==> config.mk <==
export PLATFORM = sky130hd
export DESIGN_NAME = shared_reg_arbiter
export DESIGN_NICKNAME = d
export VERILOG_FILES = /design/src/rtl/shared_reg_pkg.sv /design/src/rtl/shared_reg_arbiter_rr_pick.sv /design/src/rtl/shared_reg_arbiter.sv
export SDC_FILE = /design/constraint.sdc
export NUM_CORES = 1
export LEC_CHECK = 0
export ABC_AREA = 1
export CAP_MARGIN = 40
export CORE_MARGIN = 1.5
export CORE_UTILIZATION = 45
export CTS_CLUSTER_DIAMETER = 60
export DETAILED_ROUTE_END_ITERATION = 8
export PLACE_DENSITY = 0.85
export SETUP_SLACK_MARGIN = 0.3
export SLEW_MARGIN = 10
export SYNTH_ARGS = -nofsm -noshare
export SYNTH_HDL_FRONTEND = slang
export SYNTH_SLANG_ARGS = --single-unit
==> constraint.sdc <==
create_clock -name clk -period 3.7 [get_ports clk]
set_clock_uncertainty 0.1 [all_clocks]
set_input_delay 0.37 -clock clk [delete_from_list [all_inputs] [get_ports clk]]
set_output_delay 0.37 -clock clk [all_outputs]
set_load 0.03 [all_outputs]
==> src/rtl/shared_reg_pkg.sv <==
// -----------------------------------------------------------------------------
// shared_reg_pkg
// Shared definitions for the shared-register arbiter:
//   - state_t        : two-state write FSM encoding (IDLE, WRITE)
//   - N_REQ_DEF      : default number of requesters
//   - WIDTH_DEF      : default shared-register width
//   - WCOUNT_W       : width of the optional completed-write counter
// -----------------------------------------------------------------------------
package shared_reg_pkg;

    typedef enum logic {
        IDLE  = 1'b0,
        WRITE = 1'b1
    } state_t;

    localparam int N_REQ_DEF = 4;
    localparam int WIDTH_DEF = 8;
    localparam int WCOUNT_W  = 16;

endpackage : shared_reg_pkg

==> src/rtl/shared_reg_arbiter_rr_pick.sv <==
// -----------------------------------------------------------------------------
// rr_pick
// Combinational round-robin selector. Scans req starting at position ptr and
// wrapping modulo N_REQ; reports the first set bit.
// Ports:
//   req   [N_REQ-1:0] in  : request vector
//   ptr   [PW-1:0]    in  : highest-priority position (0..N_REQ-1)
//   valid             out : at least one request is set
//   index [PW-1:0]    out : selected requester (0 when valid is low)
// -----------------------------------------------------------------------------
module rr_pick #(
    parameter int N_REQ = 4,
    parameter int PW    = 2
) (
    input  logic [N_REQ-1:0] req,
    input  logic [PW-1:0]    ptr,
    output logic             valid,
    output logic [PW-1:0]    index
);

    // Priority scan: walk from lowest to highest priority so the last hit
    // (the one closest to ptr) overwrites earlier ones.
    always_comb begin
        logic [PW:0] pos;
        valid = 1'b0;
        index = '0;
        pos   = '0;
        for (int k = N_REQ - 1; k >= 0; k--) begin
            // ptr + k never exceeds 2*N_REQ-2, so one conditional subtract wraps it
            pos = {1'b0, ptr} + (PW + 1)'(k);
            if (pos >= (PW + 1)'(N_REQ)) begin
                pos = pos - (PW + 1)'(N_REQ);
            end else begin
                pos = pos;
            end
            if (req[pos[PW-1:0]]) begin
                valid = 1'b1;
                index = pos[PW-1:0];
            end else begin
                valid = valid;
                index = index;
            end
        end
    end

endmodule : rr_pick

==> src/rtl/shared_reg_arbiter.sv <==
// -----------------------------------------------------------------------------
// shared_reg_arbiter
// Round-robin arbitration of N_REQ writers onto one shared register.
// IDLE picks and latches a winner; WRITE commits the winner's data if its
// request is still held (gnt pulses in the cycle after that commit edge),
// otherwise the write is aborted with no side effects.
// Optional feature macro: SHARED_REG_WCOUNT_EN adds a saturating count of
// completed writes on port wcount.
// Ports:
//   clk        in  : clock, rising edge
//   rst_async  in  : asynchronous active-high reset
//   rst_sync   in  : synchronous active-high clear, overrides all activity
//   req        in  : per-requester level write request
//   wdata      in  : requester i data at [i*WIDTH +: WIDTH]
//   gnt        out : one-hot registered grant pulse
//   q          out : shared register contents
//   busy       out : FSM is in WRITE
//   wcount     out : completed-write count (only with SHARED_REG_WCOUNT_EN)
// -----------------------------------------------------------------------------
module shared_reg_arbiter
    import shared_reg_pkg::*;
#(
    parameter int N_REQ = N_REQ_DEF,
    parameter int WIDTH = WIDTH_DEF
) (
    input  logic                   clk,
    input  logic                   rst_async,
    input  logic                   rst_sync,
    input  logic [N_REQ-1:0]       req,
    input  logic [N_REQ*WIDTH-1:0] wdata,
    output logic [N_REQ-1:0]       gnt,
    output logic [WIDTH-1:0]       q,
    output logic                   busy
`ifdef SHARED_REG_WCOUNT_EN
    ,
    output logic [WCOUNT_W-1:0]    wcount
`endif
);

    localparam int PW = (N_REQ > 1) ? $clog2(N_REQ) : 1;

    state_t            state_q, state_d;
    logic [PW-1:0]     ptr_q, ptr_d;
    logic [PW-1:0]     winner_q, winner_d;
    logic [N_REQ-1:0]  gnt_q, gnt_d;
    logic [WIDTH-1:0]  q_q, q_d;
    logic              busy_q;
    logic              pick_valid_s;
    logic [PW-1:0]     pick_idx_s;
    logic [WIDTH-1:0]  wdata_arr_s [N_REQ];

    rr_pick #(
        .N_REQ (N_REQ),
        .PW    (PW)
    ) u_rr_pick (
        .req   (req),
        .ptr   (ptr_q),
        .valid (pick_valid_s),
        .index (pick_idx_s)
    );

    // Unpack the flat write-data bus into per-requester lanes.
    always_comb begin
        for (int i = 0; i < N_REQ; i++) begin
            wdata_arr_s[i] = wdata[i*WIDTH +: WIDTH];
        end
    end

    // Next-state and output decode for the IDLE/WRITE FSM.
    always_comb begin
        state_d  = state_q;
        ptr_d    = ptr_q;
        winner_d = winner_q;
        gnt_d    = '0;
        q_d      = q_q;
        if (rst_sync) begin
            // Clear wins over everything, including a pending WRITE.
            state_d  = IDLE;
            ptr_d    = '0;
            winner_d = '0;
            q_d      = '0;
        end else begin
            case (state_q)
                IDLE: begin
                    if (pick_valid_s) begin
                        winner_d = pick_idx_s;
                        state_d  = WRITE;
                    end else begin
                        state_d  = IDLE;
                    end
                end
                WRITE: begin
                    state_d = IDLE;
                    if (req[winner_q]) begin
                        gnt_d[winner_q] = 1'b1;
                        q_d             = wdata_arr_s[winner_q];
                        if (winner_q == PW'(N_REQ - 1)) begin
                            ptr_d = '0;
                        end else begin
                            ptr_d = winner_q + 1'b1;
                        end
                    end else begin
                        // Requester withdrew: abort without touching q or ptr.
                        ptr_d = ptr_q;
                    end
                end
                default: begin
                    state_d = IDLE;
                end
            endcase
        end
    end

    // State, pointer, grant and data registers.
    always_ff @(posedge clk or posedge rst_async) begin
        if (rst_async) begin
            state_q  <= IDLE;
            ptr_q    <= '0;
            winner_q <= '0;
            gnt_q    <= '0;
            q_q      <= '0;
            busy_q   <= 1'b0;
        end else begin
            state_q  <= state_d;
            ptr_q    <= ptr_d;
            winner_q <= winner_d;
            gnt_q    <= gnt_d;
            q_q      <= q_d;
            busy_q   <= (state_d == WRITE);
        end
    end

    assign gnt  = gnt_q;
    assign q    = q_q;
    assign busy = busy_q;

`ifdef SHARED_REG_WCOUNT_EN
    logic                write_done_s;
    logic [WCOUNT_W-1:0] wcount_q, wcount_d;

    assign write_done_s = !rst_sync && (state_q == WRITE) && req[winner_q];

    // Saturating count of completed writes.
    always_comb begin
        wcount_d = wcount_q;
        if (rst_sync) begin
            wcount_d = '0;
        end else if (write_done_s && (wcount_q != {WCOUNT_W{1'b1}})) begin
            wcount_d = wcount_q + 1'b1;
        end else begin
            wcount_d = wcount_q;
        end
    end

    // Completed-write counter register.
    always_ff @(posedge clk or posedge rst_async) begin
        if (rst_async) begin
            wcount_q <= '0;
        end else begin
            wcount_q <= wcount_d;
        end
    end

    assign wcount = wcount_q;
`endif

endmodule : shared_reg_arbiter
Word-level counts from Yosys, hierarchy flattened
Cells that the tools add are included.
{"block": "op_classes", "n_addsub": 8, "order_cmp": 11, "eq_ne": 2, "n_mux": 43, "bitwise": 2, "n_reduce_logical": 6}
{"op": "$mux W8", "count": 5}
{"op": "$mux W2", "count": 15}
{"op": "$bmux W8 S2", "count": 1}
{"op": "$lt A2 B3 Y1 const B", "count": 5}
{"op": "$ge A3 B3 Y1 const B", "count": 4}
{"op": "$mux W1", "count": 12}
{"op": "$mux W4", "count": 3}
{"op": "$bmux W1 S2", "count": 5}
{"op": "$sub A2 B1 Y2 const B", "count": 4}
{"op": "$add A2 B2 Y3 const B", "count": 2}
{"op": "$reduce_bool A2 Y1", "count": 3}
{"op": "$reduce_and A2 Y1", "count": 2}
{"op": "$add A2 B1 Y3 const B", "count": 1}
{"op": "$ge A2 B3 Y1 const B", "count": 1}
{"op": "$not A2 Y3", "count": 1}
{"op": "$add A2 B1 Y2 const B", "count": 1}
{"op": "$demux W1 S2", "count": 1}
{"op": "$eq A2 B2 Y1 const B", "count": 1}
{"op": "$ge A2 B1 Y1 const B", "count": 1}
{"op": "$ne A2 B2 Y1 const B", "count": 1}
{"op": "$pmux W1 S2", "count": 1}
{"op": "$logic_and A1 B1 Y1", "count": 1}
{"op": "$not A1 Y1", "count": 1}
{"block": "word_totals", "register_bits": 17, "in_bits": 39}

Logic depth before layout (Yosys ltp)
Gate-level depths: netlist (run 1).
{"block": "depth", "depth_word": 12, "depth_mapped": 11, "ltp_nobuf": 10}

Cells and area by module
Synthesis (run 1) repeated with hierarchy kept, for this count alone.
{"block": "hier_totals", "hier_cells": 230, "area_unflattened_um2": 1466.4}
{"module": "shared_reg_arbiter", "instances": 1, "cells_each": 184, "area_per_inst_um2": 1253.7, "seq_area_each_um2": 425.4}
{"module": "rr_pick", "instances": 1, "cells_each": 46, "area_per_inst_um2": 212.7, "seq_area_each_um2": 0.0}

Least setup slack after synthesis (run 1)
No wires, ideal clock.
{"block": "synth_path", "kind": "reg-to-reg", "startpoint": "register winner_q[0]", "endpoint": "register ptr_q[0]", "setup_time_ns": 0.074, "t_arrival_ns": 1.219, "required_ns": 3.526, "setup_slack_ns": 2.307, "path_stages_with_launch": 10, "path_cell_list": "dfrtp_1 > buf_4 > nand2_1 > nand3_1 > o21ai_2 > nand2_4 > nor2_4 > buf_6 > nand3_2 > o21ai_2"}
{"block": "synth_via", "elab_chain_cells": 5}
{"element": "start, declared", "line": "shared_reg_arbiter.sv:44", "rtl": "logic [PW-1:0] winner_q, winner_d;"}
{"element": "start signal, assigned", "line": "shared_reg_arbiter.sv:126", "rtl": "winner_q <= winner_d;"}
{"element": "$add A2 B1 Y2 or $eq A2 B2 Y1 (tied branches)", "line": "shared_reg_arbiter.sv:100, shared_reg_arbiter.sv:97"}
{"element": "$mux W2", "line": "shared_reg_arbiter.sv:97", "rtl": "if (winner_q == PW'(N_REQ - 1)) begin"}
{"element": "$mux W2", "line": "shared_reg_arbiter.sv:94", "rtl": "if (req[winner_q]) begin"}
{"element": "$mux W2", "line": "shared_reg_arbiter.sv:83", "rtl": "case (state_q)"}
{"element": "$mux W2", "line": "shared_reg_arbiter.sv:76", "rtl": "if (rst_sync) begin"}
{"element": "end signal, assigned", "line": "shared_reg_arbiter.sv:125", "rtl": "ptr_q <= ptr_d;"}
{"element": "end, declared", "line": "shared_reg_arbiter.sv:43", "rtl": "logic [PW-1:0] ptr_q, ptr_d;"}
Parallel ways exist; a longest one is shown, timed or not. The select of a mux whose other input is x is not followed.
A chain may end at the register's enable or synchronous reset.

Final worst setup path (run 1)
{"block": "layout_path", "startpoint": "register winner_q[0]", "endpoint": "register gnt_q[2] (netlist: gnt[2])"}
{"block": "layout_via", "elab_chain_cells": 7}
{"element": "$lt A2 B3 Y1 (not written as such) or $ge A2 B1 Y1 (tied branches)", "line": "shared_reg_arbiter.sv:95", "rtl": "gnt_d[winner_q] = 1'b1;"}
{"element": "$logic_and A1 B1 Y1 (not written as such)", "line": "shared_reg_arbiter.sv:95"}
{"element": "$mux W1 (not written as such)", "line": "shared_reg_arbiter.sv:95"}
{"element": "$demux W1 S2", "line": "shared_reg_arbiter.sv:95"}
{"element": "$mux W4 *", "line": "shared_reg_arbiter.sv:94"}
{"element": "$mux W4 *", "line": "shared_reg_arbiter.sv:83"}
{"element": "$mux W4 *", "line": "shared_reg_arbiter.sv:76"}
{"element": "via gnt_d[2]", "line": "shared_reg_arbiter.sv:45", "rtl": "logic [N_REQ-1:0] gnt_q, gnt_d;"}
{"element": "end signal, assigned", "line": "shared_reg_arbiter.sv:127", "rtl": "gnt_q <= gnt_d;"}
{"element": "end, declared", "line": "shared_reg_arbiter.sv:45"}
Mark *: on every way through the listed nets, which the timed path passes. The rest lies on a longest branch. The select of a mux whose other input is x is not followed.

==> metrics.md, run 1 <==
| Metric | Value |
|---|---|
| MaxCap Viol Count | 0 |
| Fillers | 224 |
| ANT nets after route | 0 |
| Post-synthesis sequential area ratio | 36.56% |
| Number of diodes | 0 |
| Hold Fails Final Rpt | 0 |
| Gr usage total | 26.62% |
| Cell variety after synth | 19 |
| DR WL/cell | 13.44 microns |
| Flop pwr share | 42.5% |
| Clock latency on the worst-skew pair | 0.28 ns |
| Die area | 2900 sq um |
| Post-CTS Setup Bufs | 0 |
| Nets@finish | 262 |
| Post-CTS sizing | 0 |
| Final setup TNS | 0 ns |
| RSZ-0062 raised after global routing | no |
| Min-Delay Path Class | in2async |
| WS Path Type | reg2reg |
| Largest net degree at the start of global routing | 23 |
| Relative slew slack | 55.03% |
| Status | finished clean |
| Cell Area, Synth | 1164 sq um |
| Layout cell share with drive strength beyond 1 | 4.587% |
| I/O Buffers | 51 |
| Mapped Cells | 170 |
| Clk buf depth | 2 |
| Average size of a mapped cell | 6.845 sq um |
| Critical path required time | 3.82 ns |
| Via density | 5.359 |
| Internal Pwr Total | 0.3399 mW |
| Clock Power Share | 17.2% |
| Crit path DAT | 2.28 ns |
| Syn. warnings | 0 |
| Peak supply drop | 0.0002405 V |
| Total CTS buffers | 3 |
| Routed via count | 1329 |
| IO Pins | 52 |
| Clock transition at path regs | 0.09 ns |
| Net switching power | 0.2006 mW |
| Max Transition Viols Final | 0 |
| Routability cong. | 0.7888 |
| CTS Sinks | 17 |
| Post-Syn Nets | 213 |
| Remaining DRCs | 0 |
| Core Area | 2455 sq um |
| # rows | 18 |
| Total wire length | 3332 microns |
| Clk Tree Root Cell | clkbuf_4 |
| CTS tree | yes |
| First-pass GRT wire length | 5464 microns |
| Layout area overhead | 44.84% |
| Die X | 53.85 microns |
| DP HPWL | 2592 microns |
| Pwr dens | 320.7 nW/um^2 |
| Tmin final | 2.163 ns |
| Logic pwr share | 40.3% |
| Initial antenna violation count | 0 |
| Crit path capture type | register |
| DRT Pass-1 Iters | 4 |
| H-tree depth | 1 |
| FMAX | 462.3 MHz |
| Hold-fix buffer count after cts | 0 |
| Critical path launch point type | register |
| Vias in the first global route | 1253 |
| Final worst path period share | 58.47% |
| Least-Margin Pin Slew | 0.6745 ns |
| #FFs+latches synth | 17 |
| Final setup violating endpoints | 0 |
| Initial Util | 47.40% |
| Initial DRC Count | 48 |
| Critical-path maximum fanout | 22 |
| Sw Share | 37.12% |
| Congestion Overflow GR | 0 |
| Power Total | 0.5406 mW |
| Static leakage | 0.8134 nW |
| Die height | 53.85 microns |
[metrics by stage]
stage                     worst slack (ns)  hold WS (ns)  util [%]  std cells  area [sq um]
after floorplan                      2.307        0.1961         -        170          1164
after global placement               1.691        0.3980     67.58        244          1659
after detailed placement             1.564        0.4059     67.58        244          1659
after CTS                            1.546        0.3822     68.65        248          1685
after global routing                 1.325        0.4270     68.65        248          1685
final                                1.537        0.3680     68.65        248          1685
[per-layer routing]
layer  track usage, %  vias to the layer above  wire (microns)
met3            3.889                       13             177
li1                 -                      650               -
met2            45.93                       61            1618
met1            31.16                      605            1419
met5                0                        -               0
met4            15.38                        0             116
[logic make-up (layout without fill, tap and decap cells)]
| group | Yosys count | in the layout | synth area share, % |
|---|---|---|---|
| simple gates | 94 | 94 | 33.98 |
| compound gates | 31 | 31 | 15.16 |
| buf+inv | 24 | 72 | 9.999 |
| flops | 17 | 17 | 36.56 |
| fa+ha+maj | 4 | 4 | 4.301 |
[path summary, 6_finish.rpt]
path                                         start  slack (ns)  depth (start not counted)               end
min in group clk                  q[6]$_DFFE_PP0P_        0.42                          2  q[6]$_DFFE_PP0P_
max in group asynchronous                rst_async        2.72                          2  gnt[1]$_DFF_PP0_
max reg2reg                winner_q[0]$_DFFE_PP0P_        1.54                          8  gnt[2]$_DFF_PP0_
min                                      rst_async        0.37                          2  q[1]$_DFFE_PP0P_
min reg2reg                       q[6]$_DFFE_PP0P_        0.42                          2  q[6]$_DFFE_PP0P_
max                        winner_q[0]$_DFFE_PP0P_        1.54                          8  gnt[2]$_DFF_PP0_
[placed cells by master (no fill, tap or decap), drive strengths merged]
cell | synthesis | routed
nor2 | 23 | 23
dfrtp | 17 | 17
o21ai | 22 | 22
clkbuf | 0 | 4
o22ai | 8 | 8
ha | 4 | 4
nand2 | 54 | 54
clkdlybuf4s50 | 0 | 51
nand4 | 1 | 1
a21oi | 1 | 1
clkinv | 2 | 2
inv | 15 | 15
nand3 | 16 | 16
[worst max-delay path: stages (launching register included)]
cell     delay (ns)
dfrtp_1        0.78
inv_2          0.33
nand2_1        0.14
nand3_1        0.09
o21ai_2        0.09
nand2_4        0.11
nor2_4         0.23
inv_1          0.12
nor2_1         0.10
[power groups by stage]
stage	combinational, mW	sequential [mW]	clock, mW
finish	0.218	0.230	0.0930
global route	0.243	0.233	0.106
CTS	0.218	0.228	0.0982
detailed placement	0.217	0.232	0
global placement	0.209	0.231	0
floorplan	0.131	0.236	0
[sequential cells by signal (all words and copies together) (netlist names)]
name / flops
busy: 1
ptr_q: 2
winner_q: 2
q: 8
gnt: 4
[cells in the mapped netlist]
cell type  instances  share of area, %
inv_1             14               4.5
nor2_1            22               7.1
nor2_4             1              0.97
clkinv_1           2              0.65
nand3_2            1              0.86
dfrtp_1           17                37
o21ai_0           19               8.2
o22ai_1            8               4.3
buf_6              2               1.9
nand2_4            1              0.97
nand4_1            1              0.54
nand2_1           53                17
inv_2              1              0.32
buf_4              2               1.3
buf_2              3               1.3
a21oi_1            1              0.43
ha_1               4               4.3
o21ai_2            3               2.3
nand3_1           15               6.5
[final cells by class]
type / count / area [sq um] / area share (%)
multi-input cells: 129 / 621.8 / 36.90
repair buffers: 51 / 510.5 / 30.29
flip-flops and latches: 17 / 425.4 / 25.24
inverters: 17 / 63.81 / 3.786
well taps: 30 / 37.54 / 2.227
clock buffers: 4 / 26.28 / 1.559
No activity file was read; power rests on OpenSTA's default activity.
==> run 2, diff against run 1 <==
--- a/config.mk
+++ b/config.mk
@@ -8,10 +8,10 @@
 export ABC_AREA = 1
 export CAP_MARGIN = 40
 export CORE_MARGIN = 1.5
-export CORE_UTILIZATION = 45
+export CORE_UTILIZATION = 37
 export CTS_CLUSTER_DIAMETER = 60
 export DETAILED_ROUTE_END_ITERATION = 8
-export PLACE_DENSITY = 0.85
+export PLACE_DENSITY = 0.75
 export SETUP_SLACK_MARGIN = 0.3
 export SLEW_MARGIN = 10
 export SYNTH_ARGS = -nofsm -noshare
==> constraint.sdc (replaced) <==
create_clock -name clk -period 1.9 [get_ports clk]
set_clock_uncertainty 0.1 [all_clocks]
set_input_delay 0.19 -clock clk [delete_from_list [all_inputs] [get_ports clk]]
set_output_delay 0.19 -clock clk [all_outputs]
set_load 0.03 [all_outputs]
==> run 2 against run 1 <==
Compared with the run above: clock power increased by 110%; sequential share of layout area decreased by 0.95 points; critical path depth decreased by 7; combinational power increased by 110%; highest routed layer unchanged; register-to-register slack got worse by 1.1 ns; wire length decreased by 9.2%; final area increased by 4.5%; largest power group is now combinational cells; clock-buffer cell count unchanged; utilization decreased by 10 points; power increased by 99%; non-clock buffer count increased by 8; first-iteration DRC count decreased by 31%.
==> metrics.md, run 2 (synthesis gave the netlist of run 1 again) <==
| Metric | Value |
|---|---|
| Reg2Reg Depth | 10 (+2) |
| FMAX | 639.6 MHz |
| Total CTS buffers | 3 (unchanged) |
| Least-Margin Pin Slew | 0.6412 ns (-0.03336 ns) |
| Final Non-Filler Cells | 270 (+8.9%) |
| MaxCap Viol Count | 0 (unchanged) |
| Die height | 59.08 microns (+9.7%) |
| First-pass GRT wire length | 5223 microns (-4.4%) |
| Relative slew slack | 57.21% (+2.2 points) |
| Flop pwr share | 39.5% (-3.0 points) |
| Static leakage | 0.9428 nW (+16%) |
| Internal Pwr Total | 0.6760 mW (+99%) |
| CTS Sinks | 17 (unchanged) |
| Worst-path cell chain | clkdlybuf4s50_1 |
| Worst path depth | 1 (-7) |
| Final hold slack | 0.1822 ns (-0.1858 ns) |
| Clk Tree Root Cell | clkbuf_4 |
| Met3 wire len | 181 microns (+2.3%) |
| Critical Path Sink | gnt[3] |
| Critical-path maximum fanout | 1 (-95%) |
| Number of diodes | 0 (unchanged) |
| Final worst path period share | 82.29% |
| Die area | 3490 sq um (+20%) |
| Slack of the worst reg-to-reg path | 0.42 ns (-1.12 ns) |
| DRT Pass-1 Iters | 4 (unchanged) |
| Final setup TNS | 0 ns (unchanged) |
| Top routing layer in use | met4 |
| Sw Share | 37.12% (about the same) |
| Top delay family on crit path | buffers and inverters |
| Critical path startpoint | gnt[3]$_DFF_PP0_ |
| Routability cong. | 0.8242 (+4.5%) |
| R2r endpoint | winner_q[0]$_DFFE_PP0P_ |
| Critical path launch point type | register |
| DR WL/cell | 11.20 microns (-17%) |
| CP max-delay cell | clkdlybuf4s50_1 |
| Pwr dens | 610.3 nW/um^2 (+90%) |
| Most frequent cells in the layout | nand2_1 (53), clkdlybuf4s50_1 (39), nor2_1 (22) |
| Min-Delay Path Class | in2async |
| Initial DRC Count | 33 (-31%) |
| Finished Core Util | 58.18% (-10 points) |
| Core Area | 3028 sq um (+23%) |
| WS Path Type | reg2out |
| Largest net degree at the start of global routing | 20 (-13%) |
| Clk buf depth | 2 (unchanged) |
| Clock Power Share | 17.7% (+0.5 points) |
| CTS tree | yes |
| Congestion Overflow GR | 0 (unchanged) |
| Total wire length | 3024 microns (-9.2%) |
| Routed via count | 1283 (-3.5%) |
| Logic pwr share | 42.8% (+2.5 points) |
| Max Transition Viols Final | 0 (unchanged) |
| Nets@finish | 270 (+3.1%) |
| Fillers | 329 (+47%) |
| Placed cell count | 262 (+7.4%) |
| RSZ-0062 raised after global routing | yes |
| Vias in the first global route | 1190 (-5.0%) |
| H-tree depth | 1 (unchanged) |
| Via density | 4.752 (-11%) |
| Clock latency on the worst-skew pair | 0.29 ns (about the same) |
| Net switching power | 0.3991 mW (+99%) |
| I/O Buffers | 51 (unchanged) |
| Remaining DRCs | 0 (unchanged) |
| Max reg flops | 8 (unchanged) |
| # rows | 20 (+2) |
| R2r startpoint | ptr_q[0]$_DFFE_PP0P_ |
| Met2 wire length | 1414 microns (-13%) |
| Crit path capture type | output pin |
| Status | finished clean |
| Die X | 59.08 microns (+9.7%) |
| ANT nets after route | 0 (unchanged) |
| DP HPWL | 2241 microns (-14%) |
| Gr usage total | 19.32% (-7.3 points) |
| Tmin final | 1.564 ns |
| Peak supply drop | 0.0002975 V (+24%) |
| Initial Util | 38.43% (-9.0 points) |
| Final setup violating endpoints | 0 (unchanged) |
| Clock transition at path regs | 0.10 ns (about the same) |
| Hold-fix buffer count after cts | 0 (unchanged) |
| Initial antenna violation count | 0 (unchanged) |
| Slowest cell delay on critical path | 0.66 ns (-0.12 ns) |
| IO Pins | 52 (unchanged) |
| Worst Path Buf+Inv | 1 (-1) |
| Critical path required time | 1.61 ns (-2.21 ns) |
| Layout cell share with drive strength beyond 1 | 8.850% (+4.3 points) |
| Hold Fails Final Rpt | 0 (unchanged) |
| Commonest non-fill, non-tap cell in the layout | nand2_1 |
| Met1 wire length | 1400 microns (-1.3%) |
| Layout area overhead | 51.40% |
| Crit path DAT | 1.27 ns (-1.01 ns) |
[run 2: final cells by class]
cell class	count	area (sq um)	share of cell area, %
clock buffers	4	26.28	1.491
inverters	17	63.81	3.622
multi-input cells	129	621.8	35.30
flip-flops and latches	17	427.9	24.29
well taps	44	55.05	3.125
repair buffers	59	566.8	32.17
[run 2: per-stage QoR]
stage | setup WS [ns] | area [sq um] | power [mW]
finish | 0.3365 | 1762 | 1.075
global route | 0.2703 | 1762 | 1.158
CTS | 0.3118 | 1744 | 1.078
detailed placement | 0.1714 | 1707 | 0.8929
global placement | 0.2122 | 1707 | 0.8893
floorplan | 0.5073 | 1164 | 0.7153
[run 2: how the worst min path moves through the flow]
stage / startpoint / endpoint / slack (ns)
2_1_floorplan: rst_async / busy$_DFF_PP0_ / 0.02
3_3_place_gp: q[1]$_DFFE_PP0P_ / q[1]$_DFFE_PP0P_ / 0.39
3_5_place_dp: q[6]$_DFFE_PP0P_ / q[6]$_DFFE_PP0P_ / 0.40
4_1_cts: rst_async / q[5]$_DFFE_PP0P_ / 0.20
5_1_grt: rst_async / q[5]$_DFFE_PP0P_ / 0.23
6_report: rst_async / q[0]$_DFFE_PP0P_ / 0.18
[run 2: power by group through the flow]
| stage | Combinational [mW] | Sequential [mW] | Clock (mW) |
|---|---|---|---|
| after floorplan | 0.256 | 0.459 | 0 |
| final | 0.460 | 0.424 | 0.191 |
| after detailed placement | 0.459 | 0.434 | 0 |
| after global placement | 0.455 | 0.434 | 0 |
| after global routing | 0.515 | 0.429 | 0.214 |
| after CTS | 0.454 | 0.426 | 0.198 |
[run 2: routing by layer]
| layer | vias to the layer above | track usage, % |
|---|---|---|
| met5 | - | 0 |
| met4 | 0 | 6.818 |
| met3 | 2 | 2.620 |
| met2 | 41 | 32.38 |
| met1 | 576 | 25.48 |
| li1 | 664 | - |
[run 2: what timing repair did]
action	in CTS	in global routing
setup endpoints to repair	10	18
gates cloned	0	0
buffers inserted	3	1
pin swaps	1	0
gates resized for setup	9	5
